<file path="src/rtl/uart_rx_deserializer.sv">
// 8N1 UART receiver: oversampled start/data/stop recovery delivering bytes over valid/ready.
// Framing errors and overruns are reported as single-cycle pulses.
module uart_rx_deserializer #(
    parameter int CLK_FREQ_HZ = 100_000_000,
    parameter int BAUD        = 115200,
    parameter int OVERSAMPLE  = 16,
    parameter int DATA_BITS   = 8
) (
    input  logic                 CLK100MHZ,
    input  logic                 ck_rst,
    input  logic                 uart_rxd_out,
    output logic [DATA_BITS-1:0] rx_data,
    output logic                 rx_valid,
    input  logic                 rx_ready,
    output logic                 frame_err,
    output logic                 overrun
);

    localparam int DIV    = (CLK_FREQ_HZ + (BAUD * OVERSAMPLE) / 2) / (BAUD * OVERSAMPLE);
    localparam int TICK_W = (DIV > 1) ? $clog2(DIV) : 1;
    localparam int SAMP_W = $clog2(OVERSAMPLE);
    localparam int BIT_W  = (DATA_BITS > 1) ? $clog2(DATA_BITS) : 1;

    localparam logic [TICK_W-1:0] TICK_LAST = TICK_W'(DIV - 1);
    localparam logic [SAMP_W-1:0] SAMP_MID  = SAMP_W'(OVERSAMPLE / 2 - 1);
    localparam logic [SAMP_W-1:0] SAMP_LAST = SAMP_W'(OVERSAMPLE - 1);
    localparam logic [BIT_W-1:0]  BIT_LAST  = BIT_W'(DATA_BITS - 1);

    generate
        if (DIV < 1) begin : g_div_check
            $error("uart_rx_deserializer: clock too slow for BAUD*OVERSAMPLE (DIV < 1)");
        end
        if (OVERSAMPLE < 8 || (OVERSAMPLE % 2) != 0) begin : g_os_check
            $error("uart_rx_deserializer: OVERSAMPLE must be even and >= 8");
        end
    endgenerate

    typedef enum logic [2:0] {
        S_IDLE,
        S_START,
        S_DATA,
        S_STOP,
        S_WAIT_HIGH
    } state_e;

    state_e                state_q, state_d;
    logic                  sync1_q, sync2_q, sync3_q;
    logic [1:0]            settle_q, settle_d;
    logic                  armed_q, armed_d;
    logic [TICK_W-1:0]     tick_cnt_q, tick_cnt_d;
    logic [SAMP_W-1:0]     samp_cnt_q, samp_cnt_d;
    logic [BIT_W-1:0]      bit_idx_q, bit_idx_d;
    logic [DATA_BITS-1:0]  shift_q, shift_d;
    logic                  byte_done_q, byte_done_d;
    logic [DATA_BITS-1:0]  rx_data_q, rx_data_d;
    logic                  rx_valid_q, rx_valid_d;
    logic                  frame_err_q, frame_err_d;
    logic                  overrun_q, overrun_d;

    logic rxs;
    logic fall;
    logic tick;
    logic mid_pt;
    logic bit_pt;

    assign rxs    = sync2_q;
    // A start edge only counts once the line has been seen high after reset,
    // so a line held low through reset release cannot fake a start bit.
    assign fall   = armed_q & sync3_q & ~sync2_q;
    assign tick   = (tick_cnt_q == TICK_LAST);
    assign mid_pt = tick && (samp_cnt_q == SAMP_MID);
    assign bit_pt = tick && (samp_cnt_q == SAMP_LAST);

    // NOTE: sequential state uses non-blocking assignments only; all next-state math lives in always_comb.
    always_ff @(posedge CLK100MHZ or negedge ck_rst) begin
        if (!ck_rst) begin
            state_q     <= S_IDLE;
            sync1_q     <= 1'b1;
            sync2_q     <= 1'b1;
            sync3_q     <= 1'b1;
            settle_q    <= '0;
            armed_q     <= 1'b0;
            tick_cnt_q  <= '0;
            samp_cnt_q  <= '0;
            bit_idx_q   <= '0;
            shift_q     <= '0;
            byte_done_q <= 1'b0;
            rx_data_q   <= '0;
            rx_valid_q  <= 1'b0;
            frame_err_q <= 1'b0;
            overrun_q   <= 1'b0;
        end else begin
            state_q     <= state_d;
            sync1_q     <= uart_rxd_out;
            sync2_q     <= sync1_q;
            sync3_q     <= sync2_q;
            settle_q    <= settle_d;
            armed_q     <= armed_d;
            tick_cnt_q  <= tick_cnt_d;
            samp_cnt_q  <= samp_cnt_d;
            bit_idx_q   <= bit_idx_d;
            shift_q     <= shift_d;
            byte_done_q <= byte_done_d;
            rx_data_q   <= rx_data_d;
            rx_valid_q  <= rx_valid_d;
            frame_err_q <= frame_err_d;
            overrun_q   <= overrun_d;
        end
    end

    always_comb begin
        state_d = state_q;
        unique case (state_q)
            S_IDLE:      if (fall)   state_d = S_START;
            S_START:     if (mid_pt) state_d = rxs ? S_IDLE : S_DATA;
            S_DATA:      if (bit_pt && bit_idx_q == BIT_LAST) state_d = S_STOP;
            S_STOP:      if (bit_pt) state_d = rxs ? S_IDLE : S_WAIT_HIGH;
            S_WAIT_HIGH: if (rxs)    state_d = S_IDLE;
            default:                 state_d = S_IDLE;
        endcase
    end

    // NOTE: every signal gets a default before any branch so no latch can be inferred.
    always_comb begin
        settle_d    = {settle_q[0], 1'b1};
        armed_d     = armed_q | (settle_q[1] & rxs);
        tick_cnt_d  = tick_cnt_q;
        samp_cnt_d  = samp_cnt_q;
        bit_idx_d   = bit_idx_q;
        shift_d     = shift_q;
        byte_done_d = 1'b0;
        frame_err_d = 1'b0;
        overrun_d   = 1'b0;
        rx_data_d   = rx_data_q;
        rx_valid_d  = rx_valid_q;

        if (state_q == S_IDLE) begin
            tick_cnt_d = '0;
            samp_cnt_d = '0;
            bit_idx_d  = '0;
        end else begin
            tick_cnt_d = tick ? '0 : tick_cnt_q + TICK_W'(1);
            if (tick) begin
                samp_cnt_d = (samp_cnt_q == SAMP_LAST) ? '0 : samp_cnt_q + SAMP_W'(1);
            end
        end

        unique case (state_q)
            S_START: if (mid_pt) samp_cnt_d = '0;
            S_DATA: begin
                if (bit_pt) begin
                    shift_d   = DATA_BITS'({rxs, shift_q} >> 1);
                    bit_idx_d = bit_idx_q + BIT_W'(1);
                end
            end
            S_STOP: begin
                if (bit_pt) begin
                    byte_done_d = rxs;
                    frame_err_d = ~rxs;
                end
            end
            default: ;
        endcase

        // Delivery one cycle after the mid-stop sample; a pending unconsumed byte wins.
        if (rx_valid_q && rx_ready) rx_valid_d = 1'b0;
        if (byte_done_q) begin
            if (!rx_valid_q || rx_ready) begin
                rx_data_d  = shift_q;
                rx_valid_d = 1'b1;
            end else begin
                overrun_d = 1'b1;
            end
        end
    end

    assign rx_data   = rx_data_q;
    assign rx_valid  = rx_valid_q;
    assign frame_err = frame_err_q;
    assign overrun   = overrun_q;

endmodule

</file>
<file path="config.mk">
export PLATFORM = sky130hd
export DESIGN_NAME = uart_rx_deserializer
export DESIGN_NICKNAME = d
export VERILOG_FILES = /design/src/rtl/uart_rx_deserializer.sv
export SDC_FILE = /design/constraint.sdc
export NUM_CORES = 1
export LEC_CHECK = 0
export ABC_CLOCK_PERIOD_IN_PS = 1900
export BUFFER_PORTS_ARGS = -buffer_cell sky130_fd_sc_hd__buf_2
export CAP_MARGIN = 20
export CORE_MARGIN = 3
export CORE_UTILIZATION = 57
export CTS_CLUSTER_DIAMETER = 100
export DETAILED_ROUTE_END_ITERATION = 8
export GPL_ROUTABILITY_DRIVEN = 0
export PLACE_DENSITY = 0.85
export SLEW_MARGIN = 40
export SYNTH_ARGS = -nofsm -noshare
export SYNTH_HDL_FRONTEND = slang
export SYNTH_SLANG_ARGS = --single-unit
</file>
<file path="constraint.sdc">
create_clock -name CLK100MHZ -period 1.9 [get_ports CLK100MHZ]
set_input_delay 0.095 -clock CLK100MHZ [delete_from_list [all_inputs] [get_ports CLK100MHZ]]
set_output_delay 0.095 -clock CLK100MHZ [all_outputs]
set_load 0.05 [all_outputs]
</file>
==> metrics.txt <==
CTS Buf Count=5; fill count=between 200 and 250; mapped cell area=between 1500 and 2000 µm²; largest area contributor in the netlist=dfrtp_1; post-layout net count=around 170; antenna viol nets, final=0; CTS root buf=clkbuf_4; ranking of synthesized cells by area=dfrtp_1 55%, mux2_2 8.3%, dfstp_2 4.5%; floorplan row count=19; f_max=roughly 0.57 GHz; actual slew at the worst max-slew pin=0.501 ns; vias=between 1,000 and 1,500; setup violators final=0; Placed Instance Area=between 1500 and 2000 µm²; vias per cell=roughly 5.6; CP Max Fanout=15; area occupied by multi-input gates=between 600 and 700 µm²; Setup TNS Final=0 ns; core box area=about 2900 µm²; Syn Area/Cell=between 10 and 15 µm²; Clk Latency, worst-skew pair=0.35 ns; I/O Pins=15; ant diodes=0; register area=about 1100 µm²; Wirelength per Cell=around 14 µm; min-delay worst type=primary input to flip-flop; Detail Placement HPWL=between 1500 and 2000 µm; largest net degree at the start of global routing=43; fin. max-slew vios=0; Ys Warns=0; period utilization=between 90% and 100%; Syn Inst Count=142; CTS tree=done; Yosys reg bits=42; Area Growth Syn to Fin=11.8%; Clk pin slew, worst setup/hold paths=~0.12 ns; Sink Count=42; slew margin rel.=66.6%; Clock Skews=0.00730 ns; Die Wd=just over 60 µm; Post-CTS Setup Bufs=0; outcome=complete, no violations; PwrDens=approximately 960 nW/µm²; Initial DRT Pass Iterations=4; worst path required time=2.14 ns; Crit. End Element=flip-flop; vias in the first global route=1,112; Yosys cell types=32; Die ar.=3800 µm²; r2r setup slk=~0.16 ns; initial core utilization=61.9%; Leakage=1.01 nW; Max IR drop VDD=910 µV; drt drc=0; Hold Vio Cnt, Final=0; H-tree levels=2; max_cap viols=0; CTS Buffer Depth=2; Post-Route WL=2820 µm; layout cells sized above 1=a little over a quarter; initial antenna violation count=0; port bufs=14; RSZ-0062 raised after global routing=no; GRT Resource Usage Total=17.7%; startpoint types=flip-flop; post-route minimum period=roughly 1.7 ns; die height=between 60 and 70 µm; top-area cell type share of the netlist area=55.3%; post-synthesis sequential area ratio=between 50% and 60%; GR Overflow Total=0; Worst Setup Path Type=flip-flop to flip-flop; Post-Syn Nets=152; first-iteration detailed-routing DRC count=38; global-route wire length before repair=around 4800 µm; CP arrival=between 1.5 and 2 ns; Final Cell Area=1970 µm²
## metrics by stage
| stage | worst slack, ns | hold WS [ns] | total power [mW] | std cells | utilization [%] |
|---|---|---|---|---|---|
| finish | 0.158 | 0.0209 | 1.89 | 195 | 69.2 |
| global route | 0.0558 | 0.0279 | 2.00 | 195 | 69.2 |
| CTS | 0.154 | 0.00249 | 1.92 | 195 | 69.2 |
| detailed placement | 0.163 | 0.101 | 1.36 | 185 | 65.7 |
| global placement | 0.210 | 0.202 | 1.33 | 185 | 65.7 |
| floorplan | 0.157 | -0.201 | 1.27 | 142 | - |
## critical path: stages (launching register included)
cell,delay (ns)
dfrtp_1,0.46
ha_1,0.24
nand4b_1,0.19
nor4_4,0.23
buf_12,0.19
mux2_2,0.34
## cell families (layout without fill, tap and decap cells)
family	after synthesis	after routing	share of synthesized area (%)
XOR/XNOR	6	6	2.98
AND/OR/NAND/NOR	45	45	13.1
buffers and inverters	8	30	2.27
AO/OA/AOI/OAI	18	18	6.59
flip-flops	42	42	59.7
multiplexers	16	16	10.8
adder cells (fa/ha/maj)	6	6	4.25
other	1	1	0.212
## where the power goes
group	internal, mW	switching, mW	leakage [nW]
sequential	0.980	0.100	0.549
combinational	0.117	0.141	0.422
clock	0.278	0.274	0.0385
## layer usage
layer | GRT usage (%) | vias up | part of all wire, %
li1 | - | 527 | -
met4 | 8.79 | 0 | 2.2
met1 | 22.5 | 527 | 44
met2 | 27.2 | 27 | 49
met3 | 5.66 | 6 | 4.5
met5 | 0 | - | 0
## cells in the final DEF (no fill, tap or decap), types with 4 or more instances in the layout
cell,count
o21ai_0,4
mux2_2,13
ha_1,6
inv_1,5
clkbuf_4,5
nand2_1,12
nor2_1,17
xnor2_1,4
nand3_1,5
buf_2,13
dfrtp_1,39
## layout make-up
class | instances | share of cell area [%]
sequential | 42 | 53.4
multi-input combinational | 92 | 34.0
timing repair buffer | 17 | 5.70
clock buffer | 6 | 2.09
tap | 31 | 1.96
clock inverter | 2 | 1.90
inverter | 5 | 0.951
## flip-flops by register name, summed over array words and instances, names as in the netlist, 2 cells and up
name and flops:
shift_q 8, bit_idx_q 3, settle_q 2, rx_data 8, state_q 3, samp_cnt_q 4
tick_cnt_q 6
## worst paths after layout
path	startpoint	end	cells past startpoint
setup / recovery	samp_cnt_q[0]	shift_q[7]	5
hold / removal	rx_ready	overrun	3
setup reg to reg	samp_cnt_q[0]	shift_q[7]	5
hold reg to reg	settle_q[0]	settle_q[1]	0
max in group asynchronous	ck_rst	sync3_q	2
min in group asynchronous	ck_rst	state_q[0]	2
## synthesized netlist by cell type (all sizes together)
cell type	count
xor2	2
or3	1
a311oi	1
nand3b	2
a22o	1
and3	1
a21o	2
nand4	1
nand3	5
a21bo	1
a31oi	3
o21ai	6
buf	1
dfstp	3
conb	1
nand4b	1
nor2	17
dfrtp	39
a41oi	1
ha	6
clkbuf	2
a21oi	3
nor4	1
inv	5
nor3	3
nand2	12
nand2b	1
xnor2	4
mux2	16
## timing repair
item                       in CTS  in global routing
resized for setup               0                  0
setup endpoints to repair       0                  0
hold endpoints to repair       40                  0
hold buffers                    2                  0
Power figures use the tool's default switching activity.
